<file path="config.mk">
export PLATFORM = sky130hd
export DESIGN_NAME = rr_stream_mux
export DESIGN_NICKNAME = d
export VERILOG_FILES = /design/src/rtl/stream_mux_pkg.sv /design/src/rtl/rr_arbiter.sv /design/src/rtl/rr_stream_mux.sv
export SDC_FILE = /design/constraint.sdc
export NUM_CORES = 1
export LEC_CHECK = 0
export CORE_MARGIN = 8
export CORE_UTILIZATION = 38
export CTS_CLUSTER_SIZE = 24
export DETAILED_ROUTE_END_ITERATION = 12
export PLACE_DENSITY = 0.77
export SYNTH_ARGS = -nofsm -noshare
export SYNTH_HDL_FRONTEND = slang
export SYNTH_SLANG_ARGS = --single-unit
</file>
<file path="constraint.sdc">
create_clock -name clk -period 4.8 [get_ports clk]
set_clock_uncertainty 0.05 [all_clocks]
set_input_delay 1.2 -clock clk [delete_from_list [all_inputs] [get_ports clk]]
set_output_delay 1.2 -clock clk [all_outputs]
set_load 0.005 [all_outputs]
</file>
<file path="src/rtl/stream_mux_pkg.sv">
// Shared constants and helpers for the round-robin stream multiplexer.
package stream_mux_pkg;

  localparam int   MAX_N_CH   = 16;
  localparam logic MODE_RR    = 1'b0;
  localparam logic MODE_FIXED = 1'b1;

  function automatic int clog2(input int value);
    int result;
    result = 0;
    for (int i = 0; i < 31; i++) begin
      if ((1 << i) < value) begin
        result = i + 1;
      end else begin
        result = result;
      end
    end
    return result;
  endfunction

endpackage

</file>
<file path="src/rtl/rr_arbiter.sv">
// Combinational round-robin arbiter: rotate requests so the search starts
// just after ptr, pick the lowest set bit, then rotate the index back.
module rr_arbiter
  import stream_mux_pkg::*;
#(
  parameter int N_CH  = 8,
  parameter int SEL_W = clog2(N_CH)
) (
  input  logic [N_CH-1:0]  req,
  input  logic [SEL_W-1:0] ptr,
  output logic [SEL_W-1:0] gnt_idx,
  output logic             gnt_vld
);

  localparam int DW  = 2 * N_CH;
  localparam int SW1 = SEL_W + 1;

  logic [DW-1:0]    dbl_s;
  logic [N_CH-1:0]  rot_s;
  logic [SEL_W-1:0] start_s;
  logic [SEL_W-1:0] off_s;
  logic [SW1-1:0]   sum_s;
  logic             found_s;

  // Rotate, priority-encode, and map the offset back to a channel index
  always_comb begin
    start_s = '0;
    if (ptr >= SEL_W'(N_CH - 1)) begin
      start_s = '0;
    end else begin
      start_s = ptr + SEL_W'(1);
    end
    dbl_s   = {req, req};
    rot_s   = N_CH'(dbl_s >> start_s);
    off_s   = '0;
    found_s = 1'b0;
    for (int i = 0; i < N_CH; i++) begin
      if (rot_s[i] && !found_s) begin
        off_s   = SEL_W'(i);
        found_s = 1'b1;
      end else begin
        found_s = found_s;
      end
    end
    sum_s = {1'b0, start_s} + {1'b0, off_s};
    if (sum_s >= SW1'(N_CH)) begin
      gnt_idx = SEL_W'(sum_s - SW1'(N_CH));
    end else begin
      gnt_idx = sum_s[SEL_W-1:0];
    end
    gnt_vld = found_s;
  end

endmodule

</file>
<file path="src/rtl/rr_stream_mux.sv">
// N-channel valid/ready stream multiplexer with round-robin or fixed
// selection and a single registered output stage.
module rr_stream_mux
  import stream_mux_pkg::*;
#(
  parameter int N_CH  = 8,
  parameter int WIDTH = 3,
  parameter int SEL_W = clog2(N_CH)
) (
  input  logic                    clk,
  input  logic                    rst,
  input  logic [N_CH*WIDTH-1:0]   in_data,
  input  logic [N_CH-1:0]         in_valid,
  output logic [N_CH-1:0]         in_ready,
  input  logic                    sel_mode,
  input  logic [SEL_W-1:0]        s,
  output logic [WIDTH-1:0]        out_data,
  output logic                    out_valid,
  output logic [SEL_W-1:0]        out_ch,
  input  logic                    out_ready
);

  // Padding to a power of two keeps fixed-mode indexing in range when s >= N_CH
  localparam int NP  = 1 << SEL_W;
  localparam int DPW = NP * WIDTH;

  logic [NP-1:0]    valid_pad_s;
  logic [DPW-1:0]   data_pad_s;
  logic             load_en_s;
  logic [SEL_W-1:0] rr_idx_s;
  logic             rr_vld_s;
  logic [SEL_W-1:0] grant_s;
  logic             grant_vld_s;
  logic [N_CH-1:0]  ready_s;
  logic [WIDTH-1:0] sel_data_s;

  logic [WIDTH-1:0] out_data_r;
  logic             out_valid_r;
  logic [SEL_W-1:0] out_ch_r;
  logic [SEL_W-1:0] rr_ptr_r;

  rr_arbiter #(
    .N_CH (N_CH),
    .SEL_W(SEL_W)
  ) u_arb (
    .req    (in_valid),
    .ptr    (rr_ptr_r),
    .gnt_idx(rr_idx_s),
    .gnt_vld(rr_vld_s)
  );

  // Mode mux: pick the grant source and the data it selects
  always_comb begin
    valid_pad_s = NP'(in_valid);
    data_pad_s  = DPW'(in_data);
    load_en_s   = !out_valid_r || out_ready;
    if (sel_mode == MODE_FIXED) begin
      grant_s     = s;
      grant_vld_s = valid_pad_s[s];
    end else begin
      grant_s     = rr_idx_s;
      grant_vld_s = rr_vld_s;
    end
    sel_data_s = data_pad_s[grant_s*WIDTH +: WIDTH];
  end

  // Ready decode: one-hot on the granted channel, suppressed during reset
  always_comb begin
    ready_s = '0;
    if (!rst && load_en_s && grant_vld_s) begin
      ready_s[grant_s] = 1'b1;
    end else begin
      ready_s = '0;
    end
  end

  // Output stage and round-robin pointer
  always_ff @(posedge clk) begin
    if (rst) begin
      out_valid_r <= 1'b0;
      out_data_r  <= '0;
      out_ch_r    <= '0;
      rr_ptr_r    <= SEL_W'(N_CH - 1);
    end else if (load_en_s) begin
      if (grant_vld_s) begin
        out_valid_r <= 1'b1;
        out_data_r  <= sel_data_s;
        out_ch_r    <= grant_s;
        if (sel_mode == MODE_RR) begin
          rr_ptr_r <= grant_s;
        end
      end else begin
        out_valid_r <= 1'b0;
      end
    end
  end

  assign in_ready  = ready_s;
  assign out_data  = out_data_r;
  assign out_valid = out_valid_r;
  assign out_ch    = out_ch_r;

endmodule

</file>
# Word-level counts from Yosys, hierarchy flattened
# Cells that the tools add are included.
# W data, S select, Z words.
dict set report totals {
  reg_bits 10
  wordCells 63
}
dict set report op_classes {
  addsub 3
  n_mul 1
  order_cmp 5
  shifts 2
  n_mux 25
  bitwise 1
  reduce_logical 22
}
# op n
set ops {}
lappend ops {{$shiftx A24 B6 Y3} 1}
lappend ops {{$mux W3} 7}
lappend ops {{$shr A16 B3 Y8} 1}
lappend ops {{$mux W1} 13}
lappend ops {{$logic_and A1 B1 Y1} 10}
lappend ops {{$logic_not A1 Y1} 9}
lappend ops {{$lt A3 B4 Y1 const B} 2}
lappend ops {{$mux W8} 1}
lappend ops {{$mul A3 B2 Y5 const B} 1}
lappend ops {{$add A3 B3 Y4} 1}
lappend ops {{$ge A4 B4 Y1 const B} 1}
lappend ops {{$mux W2} 2}
lappend ops {{$add A3 B1 Y3 const B} 1}
lappend ops {{$bmux W1 S3} 1}
lappend ops {{$demux W1 S3} 1}
lappend ops {{$ge A3 B1 Y1 const B} 1}
lappend ops {{$ge A3 B3 Y1 const B} 1}
lappend ops {{$reduce_and A3 Y1} 1}
lappend ops {{$sub A3 B1 Y3 const B} 1}
lappend ops {{$reduce_and A2 Y1} 1}
lappend ops {{$logic_or A1 B1 Y1} 1}
lappend ops {{$not A1 Y1} 1}

# Logic depth before layout (Yosys ltp)
dict set report depth {
  depth_word 34
  ltp_mapped 20
}

# Hierarchy
# From an unflattened synthesis, not the netlist that was laid out.
dict set report unflattened {
  cells_unflattened 139
  hier_area_um2 1290.0
}
# mod instances cells_per_inst area_per_inst_um2
set modules_own_cells {}
lappend modules_own_cells {rr_stream_mux 1 89 797.0}
lappend modules_own_cells {rr_arbiter 1 50 493.0}

# Least setup slack after synthesis
# Ideal clock, no wire load.
dict set report synth_timing {
  path_type {input to output}
  from {input in_valid[4]}
  to {output in_ready[6]}
  arrival_ps 3738
  required_ps 3550
  setup_slack_ps -188
  stages 13
  path_buffers 1
  cell_sequence {mux2i_1 mux2i_1 mux2i_1 o21ai_0 nand2_1 nand2_1 a32o_1 ha_1 fa_1 mux2i_1 clkbuf_1 or3_1 nor3_1}
}
dict set report synth_between {
  elab_chain_len 32
  elab_cells_between_ends 45
}
# element line_no
set synth_lines {}
lappend synth_lines {{from (decl)} rr_stream_mux.sv:13} ;# input logic [N_CH-1:0] in_valid,
lappend synth_lines {{$shr A16 B3 Y8} rr_arbiter.sv:34} ;# rot_s = N_CH'(dbl_s >> start_s);
lappend synth_lines {{$mux W1} rr_arbiter.sv:38} ;# if (rot_s[i] && !found_s) begin
lappend synth_lines {{$logic_not A1 Y1} rr_arbiter.sv:38}
lappend synth_lines {{$logic_and A1 B1 Y1} rr_arbiter.sv:38}
lappend synth_lines {{$mux W1} rr_arbiter.sv:38}
lappend synth_lines {{$logic_not A1 Y1} rr_arbiter.sv:38}
lappend synth_lines {{$logic_and A1 B1 Y1} rr_arbiter.sv:38}
lappend synth_lines {{$mux W1} rr_arbiter.sv:38}
lappend synth_lines {{(+16 left out)} --}
lappend synth_lines {{$ge A4 B4 Y1 or $sub A3 B1 Y3 (tied branches)} {rr_arbiter.sv:46, rr_arbiter.sv:47}}
lappend synth_lines {{$mux W3} rr_arbiter.sv:46} ;# if (sum_s >= SW1'(N_CH)) begin
lappend synth_lines {{$mux W3} rr_stream_mux.sv:57} ;# if (sel_mode == MODE_FIXED) begin
lappend synth_lines {{$lt A3 B4 Y1 (not written as such) or $ge A3 B1 Y1 (tied branches)} rr_stream_mux.sv:71} ;# ready_s[grant_s] = 1'b1;
lappend synth_lines {{$logic_and A1 B1 Y1 (not written as such)} rr_stream_mux.sv:71}
lappend synth_lines {{$mux W1 (not written as such)} rr_stream_mux.sv:71}
lappend synth_lines {{$demux W1 S3} rr_stream_mux.sv:71}
lappend synth_lines {{$mux W8 (*)} rr_stream_mux.sv:70} ;# if (!rst && load_en_s && grant_vld_s) begin
lappend synth_lines {{to (decl)} rr_stream_mux.sv:14} ;# output logic [N_CH-1:0] in_ready,
# Mark *: on every way between the ends. The rest lies on a longest branch, timed or not. The select of a mux whose other input is x is not followed.

# Worst setup path after layout
dict set report layout_timing {
  from {register rr_ptr_r[1]}
  to {output in_ready[4]}
}
dict set report layout_between {
  elab_chain_len 34
  elab_cells_between_ends 46
}
# element line_no
set layout_lines {}
lappend layout_lines {{from (decl)} rr_stream_mux.sv:40} ;# logic [SEL_W-1:0] rr_ptr_r;
lappend layout_lines {{from (signal assigned)} rr_stream_mux.sv:83} ;# rr_ptr_r <= SEL_W'(N_CH - 1);
lappend layout_lines {{from (signal assigned)} rr_stream_mux.sv:90} ;# rr_ptr_r <= grant_s;
lappend layout_lines {{$add A3 B1 Y3 or $ge A3 B3 Y1 (tied branches)} {rr_arbiter.sv:31, rr_arbiter.sv:28}}
lappend layout_lines {{$mux W3 (*)} rr_arbiter.sv:28} ;# if (ptr >= SEL_W'(N_CH - 1)) begin
lappend layout_lines {{$shr A16 B3 Y8} rr_arbiter.sv:34}
lappend layout_lines {{$mux W1} rr_arbiter.sv:38}
lappend layout_lines {{$logic_not A1 Y1} rr_arbiter.sv:38}
lappend layout_lines {{$logic_and A1 B1 Y1} rr_arbiter.sv:38}
lappend layout_lines {{$mux W1} rr_arbiter.sv:38}
lappend layout_lines {{$logic_not A1 Y1} rr_arbiter.sv:38}
lappend layout_lines {{(+18 left out)} --}
lappend layout_lines {{$ge A4 B4 Y1 or $sub A3 B1 Y3 (tied branches)} {rr_arbiter.sv:46, rr_arbiter.sv:47}}
lappend layout_lines {{$mux W3} rr_arbiter.sv:46}
lappend layout_lines {{$mux W3} rr_stream_mux.sv:57}
lappend layout_lines {{$lt A3 B4 Y1 (not written as such) or $ge A3 B1 Y1 (tied branches)} rr_stream_mux.sv:71}
lappend layout_lines {{$logic_and A1 B1 Y1 (not written as such)} rr_stream_mux.sv:71}
lappend layout_lines {{$mux W1 (not written as such)} rr_stream_mux.sv:71}
lappend layout_lines {{$demux W1 S3} rr_stream_mux.sv:71}
lappend layout_lines {{$mux W8 (*)} rr_stream_mux.sv:70}
# Mark *: on every way between the ends. The rest lies on a longest branch, timed or not.

==> summary by stage <==
Status
The run finished, with violations left. The final reports fail on negative setup slack.

CTS
Clock tree synthesis found a total of 10 sinks. CTS placed an instance of sky130_fd_sc_hd__clkbuf_4 at the clock tree root. In this run the deepest clock path goes through 2 buffers.

Clock-pin slew was measured on the worst setup and hold paths at 70 ps. The clock reaches the later pin of the worst-skew pair after around 260 ps. The number of H-tree branching levels is 1. The number of clock buffers added by TritonCTS is 3. The clock tree from TritonCTS is built. The number of buffers inserted by hold repair at cts is 0.

Setup path
The cell family with the largest share of critical-path delay is simple AND/OR/NAND/NOR gates. The capture point of the critical path is in_ready[4]. The critical path crosses 20 cells after its start point. The depth of the worst register-to-register path is 21. The largest single stage delay on the critical path is roughly 350 ps. The launching instance or port of the critical path is rr_ptr_r[1]. The launch instance of the worst register-to-register path is rr_ptr_r[1].

The most numerous cell type found on the critical path is sky130_fd_sc_hd__ha_4. The critical-path maximum fanout is 6. The worst setup slack for register-to-register paths is approximately 370 ps. The largest individual stage delay along the critical path comes from the cell sky130_fd_sc_hd__o31a_1. The critical path startpoint category is a flip-flop. In this run the critical register-to-register path is captured at out_data[2]. For the worst setup path, the data arrival time is 4180 ps. The kind of critical path is reg -> out. The worst setup path is captured at a primary output. For the worst setup path, the data required time is roughly 3600 ps.

Walking the worst path, the cells encountered are ha_4 -> ha_4 -> nor2_4 -> buf_6 -> mux2i_2 -> mux2i_1 -> mux2i_1 -> buf_4 -> buf_4 -> nand4_2 -> nor2_2 -> a32o_2 -> ha_4 -> fa_2 -> xor2_2 -> nor3_2 -> o31a_1 -> buf_6 -> nor3b_4 -> buf_2. Together, buffers and inverters on the worst path number 5.

Route
Summing over every cut layer, the via total after detailed routing is 1564. The detailed-router iteration count before antenna repair is 4. After detailed routing, the number of vias per cell comes to approximately 5.6. The detailed router finished its first iteration with between 100 and 150 violations. After detailed routing, the number of remaining DRC violations is 0.

In this run the remaining antenna-violating nets after routing total 0. The routed design has between 5000 and 6000 microns of wire. After detailed routing, the average wire length per cell comes to approximately 18 microns.

Timing
The final count of hold timing violations is 0. For the pin with the worst max-slew slack, the measured transition is around 380 ps. The top achievable clock speed is 184 MHz. The number of max-slew violations in the final report is 0. The worst path in the final design needs a cycle of about 5400 ps, including I/O delays and setup. The slack of the critical path is -635 ps. The final hold slack is roughly 470 ps.

The share of the clock period used by the worst path after layout is 113%. The tightest slew margin relative to the limit is around three quarters. Setup repair after global routing could not meet its margin everywhere. The number of endpoints failing setup at the final stage is 8.

Synthesis
The top cell type's share of synthesized area is between 20 and 25%. For this run, the leading register cell type out of synthesis is sky130_fd_sc_hd__dfxtp_1. By area the synthesized netlist is led by sky130_fd_sc_hd__mux2i_1 24%, sky130_fd_sc_hd__dfxtp_1 17%, sky130_fd_sc_hd__mux4_2 9.4%.

The area of the mapped netlist is 1200 sq um. Averaged over all synthesized cells, the footprint is around 9 sq um. The number of flops mapped to enable cells by yosys is 0. Counting flops and latches in the post-synthesis netlist gives 10. The synthesized netlist cell count is 134. During synthesis, Yosys emitted a total of 0 warnings. The post-synthesis sequential area ratio is 16.7%. The post-synth net total is 177.

The top cell type by total area after synthesis is sky130_fd_sc_hd__mux2i_1. The post-synthesis async set-or-reset flop share is 0%. The number of library cell types mapped by synthesis is 38.

Cells and area
The net count of the finished layout is ~280. The number of antenna diodes in the final layout is 0. The number of fillers in the final layout is between 150 and 200.

Cells with a size suffix above 1 make up between 50% and 60% of the layout. The area growth from synthesis to final layout is 97.1%.

Floorplan
The initial utilization of the core area, before any placement, comes to 39.5%. The die covers around 5200 sq um. The y dimension of the die is 72.1 microns. The region available for standard cell placement spans slightly above 3000 sq um. The chip width is around 72 microns. The number of ports placed on the die boundary is 54.

Row generation in the floorplan step produced 20 rows.

Global routing
The total global-route track usage is 16.9%. Entering global routing, the biggest net connects 14 pins. The number of global-route vias before repair was about 1600. The number of antenna violations at the first check in global routing came to 0. For this run the aggregate overflow at the end of global routing stands at 0. The first-pass GRT wire length is 7210 microns.

Place
After legalization and detailed placement, the total HPWL measured 3340 microns. The routability congestion estimate from global placement is 0.860. The number of port buffers is 53.

Power and ir drop
The analysis attributes to cell leakage a power of between 1 and 1.5 nW. Across the VDD grid, the largest voltage drop is 0.000177 V. The overall power consumption is between 700 and 800 uW. The power density normalized to cell area is 318 nW/um^2.

Worst hold path
The type of the most critical hold path is reg -> reg. The startpoint identified for the worst hold timing path is out_valid.

Job
Max-cap violations in this run came to 0.
==> repair_timing <==
| action | CTS | global route |
|---|---|---|
| endpoints found under the setup margin | 8 | 8 |
| pin swaps | 12 | 12 |
| resized for setup | 90 | 24 |
| buffers inserted | 12 | 8 |
==> final cells by class <==
| class | count | area, sq um | share of cell area [%] |
|---|---|---|---|
| Clock buffer | 4 | 36.3 | 1.54 |
| Multi-Input combinational cell | 112 | 1180 | 49.8 |
| Timing Repair Buffer | 103 | 867 | 36.7 |
| Inverter | 6 | 22.5 | 0.954 |
| Sequential cell | 10 | 203 | 8.59 |
| Tap cell | 44 | 55.1 | 2.33 |
==> cell usage after synthesis (2+ instances only) <==
| library cell | number |
|---|---|
| sky130_fd_sc_hd__mux2i_1 | 29 |
| sky130_fd_sc_hd__mux4_2 | 5 |
| sky130_fd_sc_hd__o21a_1 | 2 |
| sky130_fd_sc_hd__o21ai_1 | 4 |
| sky130_fd_sc_hd__a32o_1 | 2 |
| sky130_fd_sc_hd__nor2_1 | 3 |
| sky130_fd_sc_hd__o211ai_1 | 2 |
| sky130_fd_sc_hd__nand2_1 | 14 |
| sky130_fd_sc_hd__a21oi_1 | 5 |
| sky130_fd_sc_hd__clkbuf_1 | 3 |
| sky130_fd_sc_hd__and3_1 | 5 |
| sky130_fd_sc_hd__nand2b_1 | 3 |
| sky130_fd_sc_hd__a211oi_1 | 3 |
| sky130_fd_sc_hd__ha_1 | 3 |
| sky130_fd_sc_hd__dfxtp_1 | 10 |
| sky130_fd_sc_hd__nor2b_1 | 4 |
| sky130_fd_sc_hd__o21ai_0 | 4 |
| sky130_fd_sc_hd__nor3b_2 | 2 |
| sky130_fd_sc_hd__nor3_1 | 4 |
| sky130_fd_sc_hd__inv_1 | 6 |
| sky130_fd_sc_hd__a31oi_1 | 3 |
| sky130_fd_sc_hd__a211oi_2 | 2 |
==> per-stage QoR <==
stage | setup WS (ps) | area [sq um] | utilization (%) | TNS, ps | std cells
after global placement | -1080 | 2000 | 66.0 | -8140 | 255
after CTS | -387 | 2180 | 71.9 | -2580 | 271
after detailed placement | -1250 | 2000 | 66.0 | -9140 | 255
after floorplan | -54.9 | 1230 | - | -147 | 134
after global routing | -774 | 2360 | 77.9 | -5520 | 279
final | -635 | 2360 | 77.9 | -4490 | 279
==> flip-flops by register name, indices dropped and copies added, names as in the netlist <==
name,cells
out_ch,3
out_data,3
rr_ptr_r,3
out_valid,1
==> worst reg2reg max path, stage by stage, from the launching register on <==
cell and delay [ps]:
sky130_fd_sc_hd__dfxtp_2 340, sky130_fd_sc_hd__ha_4 160, sky130_fd_sc_hd__ha_4 170, sky130_fd_sc_hd__nor2_4 220, sky130_fd_sc_hd__buf_6 170, sky130_fd_sc_hd__mux2i_2 280
sky130_fd_sc_hd__mux2i_1 150, sky130_fd_sc_hd__mux2i_1 190, sky130_fd_sc_hd__buf_4 150, sky130_fd_sc_hd__buf_4 90, sky130_fd_sc_hd__nand4_2 130, sky130_fd_sc_hd__nor2_2 190
sky130_fd_sc_hd__a32o_2 220, sky130_fd_sc_hd__ha_4 140, sky130_fd_sc_hd__fa_2 460, sky130_fd_sc_hd__mux2i_4 190, sky130_fd_sc_hd__buf_6 120, sky130_fd_sc_hd__buf_4 110
sky130_fd_sc_hd__buf_4 180, sky130_fd_sc_hd__mux4_2 310, sky130_fd_sc_hd__mux2i_1 190, sky130_fd_sc_hd__a21oi_1 120
==> layer usage <==
| metal | routed length, microns | track usage (%) |
|---|---|---|
| met1 | 1860 | 17.5 |
| met2 | 2720 | 30.8 |
| met3 | 385 | 4.13 |
| met4 | 154 | 8.62 |
| met5 | 0 | 0 |
==> cells in the final DEF (no fill, tap or decap), types with 4 or more instances in the layout <==
cell type and n:
sky130_fd_sc_hd__clkbuf_4 4, sky130_fd_sc_hd__clkdlybuf4s50_1 37, sky130_fd_sc_hd__nor2b_1 4, sky130_fd_sc_hd__a21oi_1 5
sky130_fd_sc_hd__mux4_2 5, sky130_fd_sc_hd__mux2i_2 8, sky130_fd_sc_hd__mux2i_1 14, sky130_fd_sc_hd__buf_4 43
sky130_fd_sc_hd__buf_6 9, sky130_fd_sc_hd__buf_2 12, sky130_fd_sc_hd__o21ai_1 5, sky130_fd_sc_hd__dfxtp_1 8
sky130_fd_sc_hd__nand2_1 13, sky130_fd_sc_hd__mux2i_4 7, sky130_fd_sc_hd__inv_1 6
==> worst min-delay path by stage <==
stage / endpoint / slack [ps] / depth (start not counted)
5_1_grt: out_valid / 510 / 2
3_3_place_gp: out_valid / 460 / 2
4_1_cts: out_valid / 480 / 2
6_report: out_valid / 470 / 2
2_1_floorplan: rr_ptr_r[2] / 440 / 1
3_5_place_dp: out_valid / 460 / 2
==> logic make-up (layout without fill, tap and decap cells) <==
logic type,Yosys count,count (layout),share of synthesized area (%)
simple gates,42,42,20.6
mux,34,34,33.6
compound gates,31,31,19.0
buf+inv,12,113,4.49
flops,10,10,16.7
fa+ha+maj,4,4,4.81
xor+xnor,1,1,0.732
==> power by group <==
| part | internal, mW | total [mW] | switching [mW] |
|---|---|---|---|
| clock network | 0.0461 | 0.0779 | 0.0318 |
| logic | 0.307 | 0.564 | 0.257 |
| registers | 0.0981 | 0.108 | 0.00988 |
(Power assumes the default switching activity.)
